**src/rtl/uart_pkg.sv**
```systemverilog
// Shared types and defaults for the UART transmit path.
// Parity support is compiled in with UART_TX_PARITY_EN.
package uart_pkg;

  typedef enum logic [2:0] {
    IDLE,
    START,
    DATA,
    PARITY,
    STOP
  } state_t;

  localparam int   DEF_CLKS_PER_BIT = 781;
  localparam int   DATA_BITS        = 8;
  localparam logic IDLE_LEVEL       = 1'b1;

endpackage

```
**src/rtl/uart_tx_fifo.sv**
```systemverilog
// Byte FIFO feeding the UART transmitter.
// Pointers carry one extra wrap bit to tell full from empty.
module uart_tx_fifo
  import uart_pkg::*;
#(
  parameter int WIDTH = DATA_BITS,
  parameter int DEPTH = 4
) (
  input  logic             clk,
  input  logic             rst,
  input  logic             i_push,
  input  logic             i_pop,
  input  logic [WIDTH-1:0] i_din,
  output logic [WIDTH-1:0] o_dout,
  output logic             o_full,
  output logic             o_empty
);

  localparam int AW = $clog2(DEPTH);

  logic [AW:0]      r_wr;
  logic [AW:0]      r_rd;
  logic [WIDTH-1:0] r_mem [DEPTH];
  logic             w_push;
  logic             w_pop;

  assign o_empty = (r_wr == r_rd);
  assign o_full  = (r_wr[AW] != r_rd[AW]) &&
                   (r_wr[AW-1:0] == r_rd[AW-1:0]);
  assign w_push  = i_push && !o_full;
  assign w_pop   = i_pop && !o_empty;
  assign o_dout  = r_mem[r_rd[AW-1:0]];

  always_ff @(posedge clk or negedge rst) begin
    if (!rst) begin
      r_wr <= '0;
      r_rd <= '0;
    end else begin
      if (w_push) r_wr <= r_wr + 1'b1;
      if (w_pop)  r_rd <= r_rd + 1'b1;
    end
  end

  always_ff @(posedge clk) begin
    if (w_push) r_mem[r_wr[AW-1:0]] <= i_din;
  end

endmodule

```
**src/rtl/uart_tx.sv**
```systemverilog
// 8N1 UART transmitter with input FIFO; LSB first.
// Define UART_TX_PARITY_EN to add an even parity bit.
module uart_tx
  import uart_pkg::*;
#(
  parameter int CLKS_PER_BIT = DEF_CLKS_PER_BIT,
  parameter int FIFO_DEPTH   = 4
) (
  input  logic       clk,
  input  logic       rst,
  input  logic [7:0] data_in,
  input  logic       send,
  output logic       ready,
  output logic       tx,
  output logic       busy
);

  localparam int TW = (CLKS_PER_BIT > 1) ? $clog2(CLKS_PER_BIT) : 1;
  localparam logic [TW-1:0] T_LAST = TW'(CLKS_PER_BIT - 1);
  localparam int IW = $clog2(DATA_BITS);
  localparam logic [IW-1:0] I_LAST = IW'(DATA_BITS - 1);

  state_t               r_state;
  state_t               w_state_d;
  logic [TW-1:0]        r_timer;
  logic [IW-1:0]        r_idx;
  logic [DATA_BITS-1:0] r_shift;
  logic [DATA_BITS-1:0] w_shift_d;
  logic [DATA_BITS-1:0] w_head;
  logic                 r_tx;
  logic                 w_tx_d;
  logic                 w_load;
  logic                 w_bit_done;
  logic                 w_full;
  logic                 w_empty;
`ifdef UART_TX_PARITY_EN
  logic                 r_par;
`endif

  uart_tx_fifo #(
    .WIDTH (DATA_BITS),
    .DEPTH (FIFO_DEPTH)
  ) u_fifo (
    .clk     (clk),
    .rst     (rst),
    .i_push  (send),
    .i_pop   (w_load),
    .i_din   (data_in),
    .o_dout  (w_head),
    .o_full  (w_full),
    .o_empty (w_empty)
  );

  assign w_bit_done = (r_timer == T_LAST);
  assign ready      = !w_full;
  assign busy       = (r_state != IDLE) || !w_empty;
  assign tx         = r_tx;

  always_ff @(posedge clk or negedge rst) begin
    if (!rst) r_state <= IDLE;
    else      r_state <= w_state_d;
  end

  always_comb begin
    w_state_d = r_state;
    w_load    = 1'b0;
    unique case (r_state)
      IDLE: begin
        if (!w_empty) begin
          w_state_d = START;
          w_load    = 1'b1;
        end
      end
      START: begin
        if (w_bit_done) w_state_d = DATA;
      end
      DATA: begin
        if (w_bit_done && r_idx == I_LAST) begin
`ifdef UART_TX_PARITY_EN
          w_state_d = PARITY;
`else
          w_state_d = STOP;
`endif
        end
      end
`ifdef UART_TX_PARITY_EN
      PARITY: begin
        if (w_bit_done) w_state_d = STOP;
      end
`endif
      STOP: begin
        if (w_bit_done) begin
          // chain straight into the next frame
          if (!w_empty) begin
            w_state_d = START;
            w_load    = 1'b1;
          end else begin
            w_state_d = IDLE;
          end
        end
      end
      default: w_state_d = IDLE;
    endcase
  end

  // tx is registered from the next state so it changes with the state
  always_comb begin
    w_shift_d = r_shift;
    if (w_load)
      w_shift_d = w_head;
    else if (r_state == DATA && w_bit_done)
      w_shift_d = r_shift >> 1;
    w_tx_d = IDLE_LEVEL;
    unique case (w_state_d)
      START:   w_tx_d = ~IDLE_LEVEL;
      DATA:    w_tx_d = w_shift_d[0];
`ifdef UART_TX_PARITY_EN
      PARITY:  w_tx_d = r_par;
`endif
      default: w_tx_d = IDLE_LEVEL;
    endcase
  end

  always_ff @(posedge clk or negedge rst) begin
    if (!rst) begin
      r_timer <= '0;
      r_idx   <= '0;
      r_shift <= '0;
      r_tx    <= IDLE_LEVEL;
    end else begin
      r_shift <= w_shift_d;
      r_tx    <= w_tx_d;
      if (w_load || r_state == IDLE || w_bit_done)
        r_timer <= '0;
      else
        r_timer <= r_timer + 1'b1;
      if (w_load)
        r_idx <= '0;
      else if (r_state == DATA && w_bit_done)
        r_idx <= r_idx + 1'b1;
    end
  end

`ifdef UART_TX_PARITY_EN
  always_ff @(posedge clk or negedge rst) begin
    if (!rst)        r_par <= 1'b0;
    else if (w_load) r_par <= ^w_head;
  end
`endif

endmodule
```
**config.mk**
```make
export PLATFORM = sky130hd
export DESIGN_NAME = uart_tx
export DESIGN_NICKNAME = d
export VERILOG_FILES = /design/src/rtl/uart_pkg.sv /design/src/rtl/uart_tx_fifo.sv /design/src/rtl/uart_tx.sv
export SDC_FILE = /design/constraint.sdc
export NUM_CORES = 1
export LEC_CHECK = 0
export ABC_AREA = 1
export BUFFER_PORTS_ARGS = -buffer_cell sky130_fd_sc_hd__buf_2
export CORE_UTILIZATION = 29
export DETAILED_ROUTE_END_ITERATION = 6
export MAX_ROUTING_LAYER = met4
export PLACE_DENSITY = 0.51
export SYNTH_ARGS = -nofsm -noshare
export SYNTH_HDL_FRONTEND = slang
export SYNTH_SLANG_ARGS = --single-unit
```
**constraint.sdc**
```tcl
create_clock -name clk -period 3 [get_ports clk]
set_input_delay 0.15 -clock clk [delete_from_list [all_inputs] [get_ports clk]]
set_output_delay 0.15 -clock clk [all_outputs]
set_load 0.1 [all_outputs]
```
==> metrics.txt <==
CTS Buffer Depth=2; largest net degree at the start of global routing=32; fmax=442.3 MHz; Psw=0.5556 mW; Syn-to-layout area delta=14.33%; Power Dens Cells=634.9 mW/mm^2; Max-Cap Viols=0; worst skew pair latency=0.33 ns; Synth Area per Inst=10.23 sq um; Leak=1.383 nW; maximum vdd drop=343.2 uV; Slew Limit Fails=0; first-pass GRT wire length=9349 um; switching fraction of total power=26.24%; layout cell share with drive strength beyond 1=17.42%; skew final=0.005790 ns; Vias/cell=4.404; worst slack at placement=0.7267 ns; Worst R2R End=u_fifo.r_mem[1][5]; Top FF cell, synth=edfxtp_1; minimum clock period=2.261 ns; Ant. Diodes=0; cts bufs inserted=9; Buffers on Ports=13; Reg2Reg Setup Slack=0.74 ns; Async S/R FF share, synth=49.21%; yosys warns=0; drt wl/cell=12.24 um; DRT antenna net count=0; RSZ-0062 raised after global routing=false; Seq/Total Area, Yosys=59.59%; hold path depth=1; drt pass-1 iters=6; GRT overflow=0; Final TNS setup=0 ns; Distinct cells, synth=35; setup bufs post-CTS=0; GRT Overall Usage=12.70%; final setup violation count=0; drt total wl=5423 um; Comb pwr share=12.3%; Site Rows=36; Clock transition at path regs=0.07 ns; Final nets=325; r2r worst-path depth=6; I/O Pins=14; Final period util=75.36%; status=finished, final reports clean; internal power=1.561 mW; HPWL after detailed placement=3969 um; Worst Tran Pin Value=0.7034 ns; core area=0.009774 sq mm; Final Hold Vio Count=0; number of global-route vias before repair=1918; Yosys reg bits=63; CP Capture Type=output port; CTS tree=built; Post-route DRC=0; CTS Root Cell=clkbuf_8; post-synth design cell area=0.002917 sq mm; DIE HEIGHT=102.3 um; # clock sinks=63; Final Util=34.11%; initial DRC count=61; worst endpoint required time=2.85 ns; full die area=0.01046 sq mm; crit-path max FO=20; Hold WS=0.05875 ns; via count=1951; CP Class=reg -> out; Post-synth EDFFs=32; final setup margin=0.7391 ns; Syn Inst Count=285; worst relative slew slack=53.11%; Chip Width=102.3 um; H-tree depth=3; register share of total power=50.8%; WP data arrival=2.11 ns; worst hold path class=in -> reg; Net Count, Synth=305; HP Start=data_in[3]; Clock Power Share=36.9%; CP Launch Type=flip-flop; R2R Path Start=u_fifo.r_rd[0]; Starting Density=29.84%; total power=2.117 mW; initial antenna violation count=0; Min-Delay Endpoint=u_fifo.r_mem[1][3]; GP Congestion=0.8813
routing by layer:
metal	vias to the layer above	GRT usage, %	part of all wire (%)
li1	986	-	-
met1	905	15.23	47
met2	52	19.82	47
met3	8	4.172	5.0
met4	0	4.835	1.4
met5	-	-	0
repair_timing:
action                                 CTS  global route
resized for setup                        0             0
endpoints found under the hold margin   30             0
hold buffers                             1             0
power by group through the flow:
stage	registers (mW)	logic, mW	clock network [mW]
after floorplan	1.07	0.195	0
after global placement	1.10	0.263	0
after detailed placement	1.09	0.265	0
after CTS	1.07	0.267	0.812
after global routing	1.08	0.299	0.849
final	1.08	0.261	0.781
logic make-up (layout without fill, tap and decap cells):
family / count (synthesis) / count (layout) / synth area share [%]
AOI/OAI and AO/OA: 35 / 35 / 7.164
xor gates and xnor gates: 5 / 5 / 1.759
adders and majority gates: 9 / 9 / 3.861
buffers and inverters: 32 / 57 / 4.805
DFF: 63 / 63 / 59.59
and+or+nand+nor: 141 / 141 / 22.82
worst max-delay path by stage:
stage	slack (ns)	cells past startpoint	start	to
after floorplan	0.38	7	u_fifo.r_rd[0]	u_fifo.r_mem[0][0]
after global placement	0.80	6	u_fifo.r_rd[0]	u_fifo.r_mem[0][6]
after detailed placement	0.73	6	u_fifo.r_rd[0]	u_fifo.r_mem[1][6]
after CTS	0.72	6	u_fifo.r_rd[0]	u_fifo.r_mem[1][4]
after global routing	0.55	6	u_fifo.r_rd[0]	u_fifo.r_mem[1][1]
final	0.74	6	u_fifo.r_rd[0]	busy
per-stage QoR:
stage / instance area, sq um / std cells
detailed placement: 3112 / 426
CTS: 3334 / 443
global route: 3334 / 443
floorplan: 2917 / 285
global placement: 3112 / 426
finish: 3334 / 443
Yosys cell counts (3+ instances only):
cell type  number  area share, %
a21oi_1        10            1.7
dfrtp_1        30             26
edfxtp_1       32             33
ha_1            9            3.9
inv_1          24            3.1
nand2_1        68            8.8
nand2_2         3           0.64
nand3_1        12            2.1
nand4_1         3           0.64
nor2_1         34            4.4
nor2_2          4           0.86
nor3_1          5           0.86
nor3b_1         3           0.77
o21ai_0        14            2.4
o21ai_2         6            1.8
xor2_1          4            1.2
critical path, cell delays in order, from the launching register on:
cell and delay, ns:
dfrtp_1 0.76, inv_4 0.18, nand2_1 0.11, nand2_1 0.08, nand3_2 0.11, nand3b_1 0.11
buf_2 0.42
state kept, by name, summed over array words and instances (netlist names):
register and count:
u_fifo.r_wr 3, r_state 3, tx 1, r_timer 10
r_shift 8, r_idx 3, u_fifo.r_rd 3, u_fifo.r_mem 32
cell type report:
class	instances	area [sq um]
clock buffer	10	127.6
clock inverter	6	85.08
fill	997	6440
inverter	27	103.9
multi-input combinational	190	1039
sequential	63	1738
tap	133	166.4
timing repair buffer	14	75.07
layout by cell type, fill, tap and decap left out, drive strengths merged:
cell	synthesis	final
clkinvlp	0	2
dfstp	1	1
o22ai	3	3
nand2	71	71
nand3b	1	1
inv	27	27
a21oi	10	10
a31oi	1	1
nor3	6	6
xor2	5	5
o21ai	21	21
ha	9	9
bufinv	0	2
clkbuf	1	10
dlygate4sd3	0	1
nand4	3	3
and3	1	1
nand3	15	15
nor2	41	41
clkinv	0	2
buf	4	13
dfrtp	30	30
edfxtp	32	32
nor3b	3	3
Power figures use the tool's default switching activity.
